==> src/rtl/shift_register_sipo_if.sv <==
// Serial-in / parallel-out bus bundle: serial bit, shift enable, parallel word and word strobe.
// The master is the serial source; the slave is the shift register.
interface shift_register_sipo_if #(
    parameter int WIDTH = 4
);
    logic             Serial_IN;
    logic             Load;
    logic [WIDTH-1:0] OUT;
    logic             Word_Valid;

    modport master (
        output Serial_IN,
        output Load,
        input  OUT,
        input  Word_Valid
    );

    modport slave (
        input  Serial_IN,
        input  Load,
        output OUT,
        output Word_Valid
    );
endinterface

==> src/rtl/shift_register_sipo.sv <==
// Serial-in, parallel-out shift register that deserializes a 1-bit stream into WIDTH-bit words
// and strobes Word_Valid for one cycle after every WIDTH accepted shifts.
module shift_register_sipo #(
    parameter int WIDTH     = 4,
    parameter bit MSB_FIRST = 1'b1
) (
    input  logic                  CLK,
    input  logic                  RST,
    shift_register_sipo_if.slave  bus
);
    localparam int CW = $clog2(WIDTH);
    localparam logic [CW-1:0] LAST_BIT = CW'(WIDTH - 1);

    logic [WIDTH-1:0] r_out;
    logic [CW-1:0]    r_cnt;
    logic             r_word_valid;

    logic [WIDTH-1:0] w_shifted;
    logic             w_last;

    // Shift direction is fixed at elaboration; only one path exists in hardware.
    generate
        if (MSB_FIRST) begin : g_msb_first
            assign w_shifted = {r_out[WIDTH-2:0], bus.Serial_IN};
        end else begin : g_lsb_first
            assign w_shifted = {bus.Serial_IN, r_out[WIDTH-1:1]};
        end
    endgenerate

    assign w_last = (r_cnt == LAST_BIT);

    always_ff @(posedge CLK) begin
        if (RST) begin
            r_out        <= '0;
            r_cnt        <= '0;
            r_word_valid <= 1'b0;
        end else begin
            r_word_valid <= 1'b0;
            if (bus.Load) begin
                r_out <= w_shifted;
                if (w_last) begin
                    r_cnt        <= '0;
                    r_word_valid <= 1'b1;
                end else begin
                    r_cnt <= r_cnt + CW'(1);
                end
            end
        end
    end

    assign bus.OUT        = r_out;
    assign bus.Word_Valid = r_word_valid;
endmodule

==> src/flat_wrapper.sv <==
// flat-port wrapper written by rule: the top's interface ports become plain ports
module shift_register_sipo_flat 
#(
    parameter int WIDTH     = 4,
    parameter bit MSB_FIRST = 1'b1
)
  (CLK, RST, bus_Serial_IN, bus_Load, bus_OUT, bus_Word_Valid);
  shift_register_sipo_if #(.WIDTH(WIDTH)) bus_i ();
  input  logic CLK;
  input  logic RST;
  input wire logic [$bits(bus_i.Serial_IN)-1:0] bus_Serial_IN;
  input wire logic [$bits(bus_i.Load)-1:0] bus_Load;
  output wire logic [$bits(bus_i.OUT)-1:0] bus_OUT;
  output wire logic [$bits(bus_i.Word_Valid)-1:0] bus_Word_Valid;
  assign bus_i.Serial_IN = bus_Serial_IN;
  assign bus_i.Load = bus_Load;
  assign bus_OUT = bus_i.OUT;
  assign bus_Word_Valid = bus_i.Word_Valid;
  shift_register_sipo #(.WIDTH(WIDTH), .MSB_FIRST(MSB_FIRST)) u_core (.CLK(CLK), .RST(RST), .bus(bus_i));
endmodule
==> config.mk <==
export PLATFORM = sky130hd
export DESIGN_NAME = shift_register_sipo_flat
export DESIGN_NICKNAME = d
export VERILOG_FILES = /design/src/rtl/shift_register_sipo_if.sv /design/src/rtl/shift_register_sipo.sv /design/src/flat_wrapper.sv
export SDC_FILE = /design/constraint.sdc
export NUM_CORES = 1
export LEC_CHECK = 0
export BUFFER_PORTS_ARGS = -buffer_cell sky130_fd_sc_hd__buf_4
export CORE_AREA = 10 10 47 49
export DETAILED_ROUTE_END_ITERATION = 8
export DIE_AREA = 0 0 57 59
export HOLD_SLACK_MARGIN = 0.03
export PLACE_DENSITY = 0.4
export SLEW_MARGIN = 20
export SYNTH_ARGS = -nofsm -noshare
export SYNTH_HDL_FRONTEND = slang
export SYNTH_SLANG_ARGS = --single-unit
==> constraint.sdc <==
create_clock -name CLK -period 1.8 [get_ports CLK]
set_clock_uncertainty 0.2 [all_clocks]
set_input_delay 0.18 -clock CLK [delete_from_list [all_inputs] [get_ports CLK]]
set_output_delay 0.18 -clock CLK [all_outputs]
set_load 0.03 [all_outputs]
==> results_dict.tcl, run 1 <==
set metrics [dict create \
    n_fill_cell 152 \
    gr-total-overflow 0 \
    yosysSeqAreaShare_pct 53.6 \
    cts_resized 0 \
    grt_max_degree 9 \
    use_met3_pct 3.43 \
    groute.usage.overall_pct 3.84 \
    cp_top_family "simple AND/OR/NAND/NOR gates" \
    cts_tree "yes" \
    met1_usage_pct 2.96 \
    hold_path_class "in2reg" \
    multi_input_area_um2 110 \
    cpMaxStageDelayCell "or3b_1" \
    antenna_cells 0 \
    finalCritPeriodShare_pct 71.5 \
    crit_buf_inv 0 \
    start_util_pct 18.7 \
    path_clk_slew_ns 0.05 \
    postCtsHoldBufs 2 \
    cp-start-kind "flip-flop" \
    worstMarginPinSlew_ns 0.134 \
    h-tree-depth 1 \
    fp.dieW_um 57 \
    drv_slew 0 \
    synth-seq-cells 7 \
    synth.distinct_cells 9 \
    antenna_found_initial 0 \
    final_common_cell "buf_4" \
    setup_viol 0 \
    period_needed_ns 1.29 \
    gp_congestion 0.658 \
    relSlewSlack_pct 90.8 \
    rsz0062_at_grt "no" \
    slowest_delay_ns 0.35 \
    yosys_warnings 0 \
    syn_area_um2 262 \
    path_max_fanout 3 \
    vias_per_cell 4.12 \
    post_drt_wl_per_cell_um 10.4 \
    drt_wl_total_um 543 \
    dieArea_um2 3360 \
    outcome "complete, no violations" \
    cts-buffers-inserted 3 \
    path_class "reg2reg" \
    gr-max-usage-layer "met2" \
    fp.coreArea_um2 1400 \
    insertion_delay_ns 0.25 \
    cp.arrival_ns 1.27 \
    max_freq_mhz 777 \
    critical_path.cell_chain "ha_1 > or3b_1 > a21oi_1" \
    postCtsSetupRepairBufs 0 \
    endpoint_kind "flip-flop" \
    clock_tree.root_cell "clkbuf_4" \
    drv_cap 0 \
    stdcell_count 52 \
    io_pins 9 \
    drc_errors 0 \
    met2_usage_pct 5.12 \
    antenna_left 0 \
    p_leak_nw 0.184 \
    powerDensity_nw_per_um2 913 \
    setup_tns_ns 0 \
    die_h_um 59 \
    drt-initial-drc-count 1 \
    worstPathRequired_ns 1.78 \
    nets 42 \
    mostFrequentLayoutCells "buf_4, dfxtp_1, mux2i_1, nor2_1, clkbuf_4" \
    seq_area_um2 140 \
    drive_above_1_share_pct 30.6 \
    placed_cells 46 \
    drt_first_pass_iters 2 \
    ctsLongestPathBuffers 2 \
    hold_viol_final 0 \
    first_global_vias 241 \
    synth_nets 28 \
    clock_sinks 7 \
    num_rows 14 \
    grt_pass1_wl_um 924 \
    syn2layout_area_growth_pct 44.0 \
    vias 214 \
    synth_cells 23 \
    port_buffers 8 \
    irDropWorstVdd_v 0.000414 \
    syn-mean-instance-area_um2 11.4 \
]
report_power, final:
group          internal (mW)  switching (mW)
combinational         0.0192          0.0175
clock                 0.0845          0.0566
sequential             0.162         0.00425
total                  0.265          0.0784
Yosys cell counts:
library cell,count,area (µm²)
or3b_1,1,8.76
mux2i_1,5,50.1
nand2b_1,1,6.26
a21oi_1,1,5.00
buf_6,1,11.3
dfxtp_1,7,140
ha_1,1,12.5
and3b_1,1,8.76
nor2_1,5,18.8
worst reg2reg max path: cells and delay by family (launching register included):
family	cells	cell delay [ns]
adder cells (fa/ha/maj)	1	0.21
AND/OR/NAND/NOR	1	0.35
flip-flops	1	0.32
AO/OA/AOI/OAI	1	0.14
worst paths after layout:
kind                   start                 to  slack [ns]  cells past startpoint
min                 bus_Load  u_core.bus.OUT[0]        0.06                      3
min reg2reg  u_core.r_cnt[0]    u_core.r_cnt[0]        0.29                      2
max          u_core.r_cnt[0]    u_core.r_cnt[0]        0.51                      3
max reg2reg  u_core.r_cnt[0]    u_core.r_cnt[0]        0.51                      3
state kept, by name (all words and copies together), names as in the netlist:
signal,count
u_core.bus.Word_Valid,1
u_core.r_cnt,2
u_core.bus.OUT,4
metal layers:
layer | vias to the layer above | wire length, µm
met5 | - | 0
met4 | 0 | 29
met3 | 3 | 81
met2 | 11 | 213
met1 | 96 | 219
li1 | 104 | -
kinds of logic after synthesis:
family	Yosys count	synth area share (%)
compound gates	1	1.91
fa+ha+maj	1	4.78
buf+inv	1	4.31
flops	7	53.6
mux	5	19.1
simple gates	8	16.3
layout make-up:
cell class / instances / area share, %
Clock buffer: 4 / 6.98
Multi-Input combinational cell: 15 / 29.2
Sequential cell: 7 / 37.2
Tap cell: 16 / 5.32
Timing Repair Buffer: 10 / 21.3
metrics by stage:
stage	total power, mW	hold slack [ns]	instance area (µm²)	worst slack (ns)	util, %
floorplan	0.190	0.0491	262	0.587	-
global placement	0.201	0.193	330	0.566	23.6
detailed placement	0.203	0.205	330	0.524	23.6
CTS	0.352	0.0522	377	0.513	26.9
global route	0.368	0.0566	377	0.468	26.9
finish	0.344	0.0558	377	0.513	26.9
No activity file was read; power rests on OpenSTA's default activity.
==> inputs of run 2 (changes only) <==
--- a/config.mk
+++ b/config.mk
@@ -5,12 +5,13 @@
 export SDC_FILE = /design/constraint.sdc
 export NUM_CORES = 1
 export LEC_CHECK = 0
+export ABC_AREA = 1
 export BUFFER_PORTS_ARGS = -buffer_cell sky130_fd_sc_hd__buf_4
 export CORE_AREA = 10 10 47 49
 export DETAILED_ROUTE_END_ITERATION = 8
 export DIE_AREA = 0 0 57 59
 export HOLD_SLACK_MARGIN = 0.03
-export PLACE_DENSITY = 0.4
+export PLACE_DENSITY = 0.41
 export SLEW_MARGIN = 20
 export SYNTH_ARGS = -nofsm -noshare
 export SYNTH_HDL_FRONTEND = slang
==> constraint.sdc (replaced) <==
create_clock -name CLK -period 1.05 [get_ports CLK]
set_clock_uncertainty 0.2 [all_clocks]
set_input_delay 0.105 -clock CLK [delete_from_list [all_inputs] [get_ports CLK]]
set_output_delay 0.105 -clock CLK [all_outputs]
set_load 0.03 [all_outputs]
==> run 2 against run 1 <==
Cell area up 7.6%; via count grew 14%; final cell count increased by 19%; power is 90% higher; the flow now finishes with violations (hold timing); non-clock buffer count is the same; critical endpoint is now bus_OUT[0]; clock-buffer cell count unchanged; highest routed layer unchanged; largest cell class unchanged.
==> results_dict.tcl, run 2 <==
set metrics [dict create \
    outcome "finished, violations left" \
    failed_checks "hold timing" \
    die_h_um 59 \
    r2r_cells 3 \
    rsz0062_at_grt "yes" \
    relSlewSlack_pct 88.3 \
    worstPathRequired_ns 0.74 \
    multi_input_area_um2 105 \
    syn2layout_area_growth_pct 58.0 \
    setup_tns_ns 0 \
    synth_nets 37 \
    drv_slew 0 \
    n_fill_cell 169 \
    post_drt_wl_per_cell_um 11.1 \
    path_clk_slew_ns 0.05 \
    insertion_delay_ns 0.25 \
    placed_area_um2 344 \
    synthTopCellsByCount "nor2_1, dfxtp_1, o21ai_0, inv_1, nand2_1" \
    nets 52 \
    final_common_cell "nor2_1" \
    max_freq_mhz 965 \
    yosysSeqAreaShare_pct 54.6 \
    fp.dieW_um 57 \
    synth_top_area_share_pct 54.6 \
    seq_area_um2 146 \
    num_rows 14 \
    irDropWorstVdd_v 0.000608 \
    drt-initial-drc-count 4 \
    path_class "reg2out" \
    grt_pass1_wl_mm 1.08 \
    syn-mean-instance-area_um2 8.02 \
    antenna_left 0 \
    clock_sinks 7 \
    port_buffers 8 \
    setup_viol 0 \
    synthSimpleGateAreaFrac_pct 22.9 \
    hold_viol_final 7 \
    clock_tree.root_cell "clkbuf_4" \
    synth_top_family_by_area "simple AND/OR/NAND/NOR gates" \
    final_area_um2 405 \
    synth.distinct_cells 9 \
    mostFrequentLayoutCells "nor2_1, o21ai_0, buf_4, dfxtp_2, buf_6" \
    drive_above_1_share_pct 45.7 \
    hold_slack_ns -0.185 \
    largest_reg_flops 4 \
    hold_path_class "in2reg" \
    cts-buffers-inserted 3 \
    synthAdderAreaFrac_pct 4.88 \
    antenna_found_initial 0 \
    hold_depth 2 \
    synth_edf_count 0 \
    ctsLongestPathBuffers 2 \
    hold_end "u_core.bus.Word_Valid" \
    synth_cells 32 \
    crit_buf_inv 1 \
    fp.coreArea_um2 1400 \
    postCtsHoldBufs 1 \
    syn_area_um2 256 \
    drc_errors 0 \
    path_max_fanout 3 \
    cpMaxStageDelayCell "dfxtp_2" \
    io_pins 9 \
    dieArea_um2 3360 \
    synth-seq-cells 7 \
    grt_max_degree 9 \
    cts_tree "yes" \
    r2r-end "u_core.r_cnt[1]" \
    utilization_pct 28.9 \
    first_global_vias 237 \
    yosysMostFrequentCell "nor2_1" \
    vias_per_cell 3.92 \
    slowest_delay_ns 0.35 \
    antenna_cells 0 \
    start_util_pct 18.3 \
    p_leak_nw 0.191 \
    synthArstFlopShare_pct 0 \
    finalCritPeriodShare_pct 98.7 \
    gp_congestion 0.637 \
    cp-start-kind "flip-flop" \
    synthMuxAreaShare_pct 0 \
    yosys_warnings 0 \
    cp_top_family "flip-flops" \
    r2r_slack_ns 0.02 \
    worstMarginPinSlew_ns 0.176 \
    gr-total-overflow 0 \
    powerDensity_nw_per_um2 1610 \
    drt_first_pass_iters 2 \
    ys.flop_type "dfxtp_1" \
    critical_path.cell_chain "buf_6" \
    groute.usage.overall_pct 4.36 \
    min-delay-start "RST" \
    drt_wl_total_um 691 \
    endpoint_kind "output pin" \
    drv_cap 0 \
    period_needed_ns 1.04 \
    vias 243 \
    synthTopCellsByArea "dfxtp_1, nor2_1, o21ai_0, ha_1, inv_1" \
    synth_compound_area_share_pct 11.7 \
    h-tree-depth 1 \
    synth_xor_area_share_pct 0 \
    regToRegStartpoint "u_core.r_cnt[0]" \
    yosys.area.top_type "dfxtp_1" \
    cp.arrival_ns 0.73 \
]
-- run 2: cell count changes after synthesis --
cell / previous run / this run
inv_1: 0 / 3
or3b_1: 1 / 0
nor2_1: 5 / 10
mux2i_1: 5 / 0
and3b_1: 1 / 0
nand2_1: 0 / 3
inv_2: 0 / 1
nor3_2: 0 / 1
buf_6: 1 / 0
o21ai_0: 0 / 5
nand2b_1: 1 / 0
-- run 2: what timing repair did --
item                       CTS  global route
setup buffers                0             0
resized for setup            8             3
gates cloned                 0             0
setup endpoints to repair    4             5
pin swaps                    0             1
hold endpoints to repair     7             6
-- run 2: power by group --
group	leakage [nW]	switching, mW	internal [mW]	total, mW
Clock	0.0150	0.103	0.145	0.249
Combinational	0.116	0.0580	0.0472	0.105
Sequential	0.0594	0.0122	0.286	0.298
-- run 2: layout make-up --
class | count | area share (%)
Inverter | 4 | 3.70
Clock buffer | 4 | 6.48
Multi-Input combinational cell | 21 | 25.9
Timing Repair Buffer | 10 | 22.8
Tap cell | 16 | 4.94
Sequential cell | 7 | 36.1
-- run 2: worst max-delay path by stage --
stage | endpoint | slack, ns | cells after the start | from
after global routing | u_core.r_cnt[0] | -0.02 | 4 | u_core.r_cnt[0]
after global placement | u_core.r_cnt[1] | 0.02 | 3 | u_core.r_cnt[0]
after CTS | u_core.r_cnt[1] | 0.004 | 3 | u_core.r_cnt[0]
after floorplan | u_core.r_cnt[1] | 0.02 | 3 | u_core.r_cnt[0]
after detailed placement | u_core.r_cnt[1] | 0.005 | 3 | u_core.r_cnt[0]
final | bus_OUT[0] | 0.01 | 1 | u_core.bus.OUT[0]
-- run 2: kinds of logic (layout without fill, tap and decap cells) --
| kind of cell | count (synthesis) | in the layout |
|---|---|---|
| AO/OA/AOI/OAI | 6 | 6 |
| adder cells (fa/ha/maj) | 1 | 1 |
| flip-flops | 7 | 7 |
| AND/OR/NAND/NOR | 14 | 14 |
| buffers and inverters | 4 | 18 |
-- run 2: stage by stage --
stage	hold WS [ns]	cells	total power, mW	setup slack [ns]
2_1_floorplan	-0.0253	32	0.349	0.0230
3_3_place_gp	0.0795	57	0.392	0.0180
4_1_cts	-0.186	62	0.658	0.00361
5_1_grt	-0.185	62	0.687	-0.0170
6_report	-0.185	62	0.652	0.0141
3_5_place_dp	0.0829	57	0.393	0.00532
-- run 2: per-layer routing --
layer | GRT usage (%) | wire [µm] | vias up
li1 | - | - | 127
met2 | 4.65 | 296 | 8
met4 | 4.03 | 9 | 0
met1 | 4.74 | 301 | 106
met3 | 4.08 | 84 | 2
met5 | 0 | 0 | -
==> inputs of run 3 (changes only) <==
--- a/config.mk
+++ b/config.mk
@@ -6,12 +6,12 @@
 export NUM_CORES = 1
 export LEC_CHECK = 0
 export ABC_AREA = 1
-export BUFFER_PORTS_ARGS = -buffer_cell sky130_fd_sc_hd__buf_4
 export CORE_AREA = 10 10 47 49
 export DETAILED_ROUTE_END_ITERATION = 8
 export DIE_AREA = 0 0 57 59
+export DONT_BUFFER_PORTS = 1
 export HOLD_SLACK_MARGIN = 0.03
-export PLACE_DENSITY = 0.41
+export PLACE_DENSITY = 0.35
 export SLEW_MARGIN = 20
 export SYNTH_ARGS = -nofsm -noshare
 export SYNTH_HDL_FRONTEND = slang
==> constraint.sdc (replaced) <==
create_clock -name CLK -period 0.85 [get_ports CLK]
set_clock_uncertainty 0.2 [all_clocks]
set_input_delay 0.085 -clock CLK [delete_from_list [all_inputs] [get_ports CLK]]
set_output_delay 0.085 -clock CLK [all_outputs]
set_load 0.03 [all_outputs]
==> run 3 against run 2 <==
The flow finishes with violations (hold timing, setup timing); worst hold slack worse by 0.13 ns; sequential power rose by 26%; utilization grew 4.6 points; sequential share of layout area is 3.8 points lower; largest power group unchanged.
==> results_dict.tcl, run 3 (synthesis results as in run 2) <==
set metrics [dict create \
    hold_viol_final 7 \
    cp_top_family "flip-flops" \
    mostFrequentLayoutCells "nor2_1, dfxtp_2, buf_12, buf_4" \
    r2r_slack_ns -0.13 \
    final_common_cell "nor2_1" \
    setup_tns_ns -1.20 \
    port_buffers 0 \
    nets 51 \
    path_clk_slew_ns 0.05 \
    setup_ws_ns -0.154 \
    worstPathRequired_ns 0.56 \
    p_leak_nw 0.198 \
    cp.arrival_ns 0.72 \
    insertion_delay_ns 0.25 \
    setup_viol 12 \
    path_class "reg2out" \
    crit_buf_inv 1 \
    hold_slack_ns -0.310 \
    dieArea_um2 3360 \
    postCtsHoldBufs 1 \
    rsz0062_at_grt "yes" \
    stdcell_count 61 \
    slowest_delay_ns 0.35 \
    drt_wl_total_um 663 \
    drv_slew 0 \
    clock_sinks 7 \
    utilization_pct 33.5 \
    period_needed_ns 1.00 \
    fp.coreArea_um2 1400 \
    io_pins 9 \
    vias 254 \
    worstMarginPinSlew_ns 0.222 \
    antenna_found_initial 0 \
    drt_first_pass_iters 2 \
    gr-total-overflow 0 \
    outcome "finished, violations left" \
    die_h_um 59 \
    drt-initial-drc-count 6 \
    antenna_cells 0 \
    hold_path_class "in2reg" \
    fp.dieW_um 57 \
    syn2layout_area_growth_pct 82.9 \
    cts_tree "yes" \
    drive_above_1_share_pct 62.2 \
    failed_checks "hold timing, setup timing" \
    clock_tree.root_cell "clkbuf_4" \
    largest_reg_flops 4 \
    grt_max_degree 9 \
    gp_congestion 0.620 \
    antenna_left 0 \
    placed_cells 53 \
    cp-start-kind "flip-flop" \
    irDropWorstVdd_v 0.000650 \
    path_max_fanout 2 \
    first_global_vias 253 \
    finalPower_mw 0.839 \
    start_util_pct 18.3 \
    max_freq_mhz 996 \
    vias_per_cell 4.16 \
    ctsLongestPathBuffers 2 \
    h-tree-depth 1 \
    critical_path.cell_chain "buf_12" \
    powerDensity_nw_per_um2 1790 \
    finalCritPeriodShare_pct 118 \
    cpMaxStageDelayCell "dfxtp_2" \
    drv_cap 0 \
    endpoint_kind "output pin" \
    cts-buffers-inserted 3 \
    num_rows 14 \
    drc_errors 0 \
    post_drt_wl_per_cell_um 10.9 \
    groute.usage.overall_pct 4.19 \
    grt_pass1_wl_mm 1.02 \
    relSlewSlack_pct 85.2 \
]
[run 3: final timing paths]
path / start / to / depth (start not counted)
min: RST / u_core.bus.Word_Valid / 1
max: u_core.bus.OUT[2] / bus_OUT[2] / 1
max reg2reg: u_core.r_cnt[1] / u_core.r_cnt[1] / 3
min reg2reg: u_core.bus.OUT[3] / u_core.bus.OUT[3] / 2
[run 3: cell type report]
type | count | area [µm²]
multi-input combinational | 21 | 134
sequential | 7 | 151
inverter | 4 | 17.5
clock buffer | 4 | 26.3
timing repair buffer | 9 | 120
fill | 159 | 932
tap | 16 | 20.0
[run 3: timing repair]
item | in CTS | in global routing
setup endpoints to repair | 8 | 12
endpoints found under the hold margin | 7 | 7
pin swaps | 3 | 2
setup buffers | 3 | 0
resized for setup | 3 | 6
[run 3: routing by layer]
layer / GRT usage (%) / up-vias / share of wire, %
met1: 2.85 / 119 / 33
met2: 6.51 / 5 / 55
met4: 4.03 / 0 / 0
met3: 4.08 / 0 / 11
li1: - / 130 / -
met5: 0 / - / 0
[run 3: stage by stage]
step                      area [µm²]  setup slack, ns
after global placement           384           -0.113
after CTS                        450           -0.166
final                            469           -0.154
after floorplan                  277           -0.107
after detailed placement         384           -0.127
after global routing             469           -0.190
[run 3: power breakdown]
part           internal (mW)  switching, mW
Combinational         0.0906         0.0721
Sequential             0.352         0.0225
Clock                  0.179          0.123
Total                  0.622          0.217
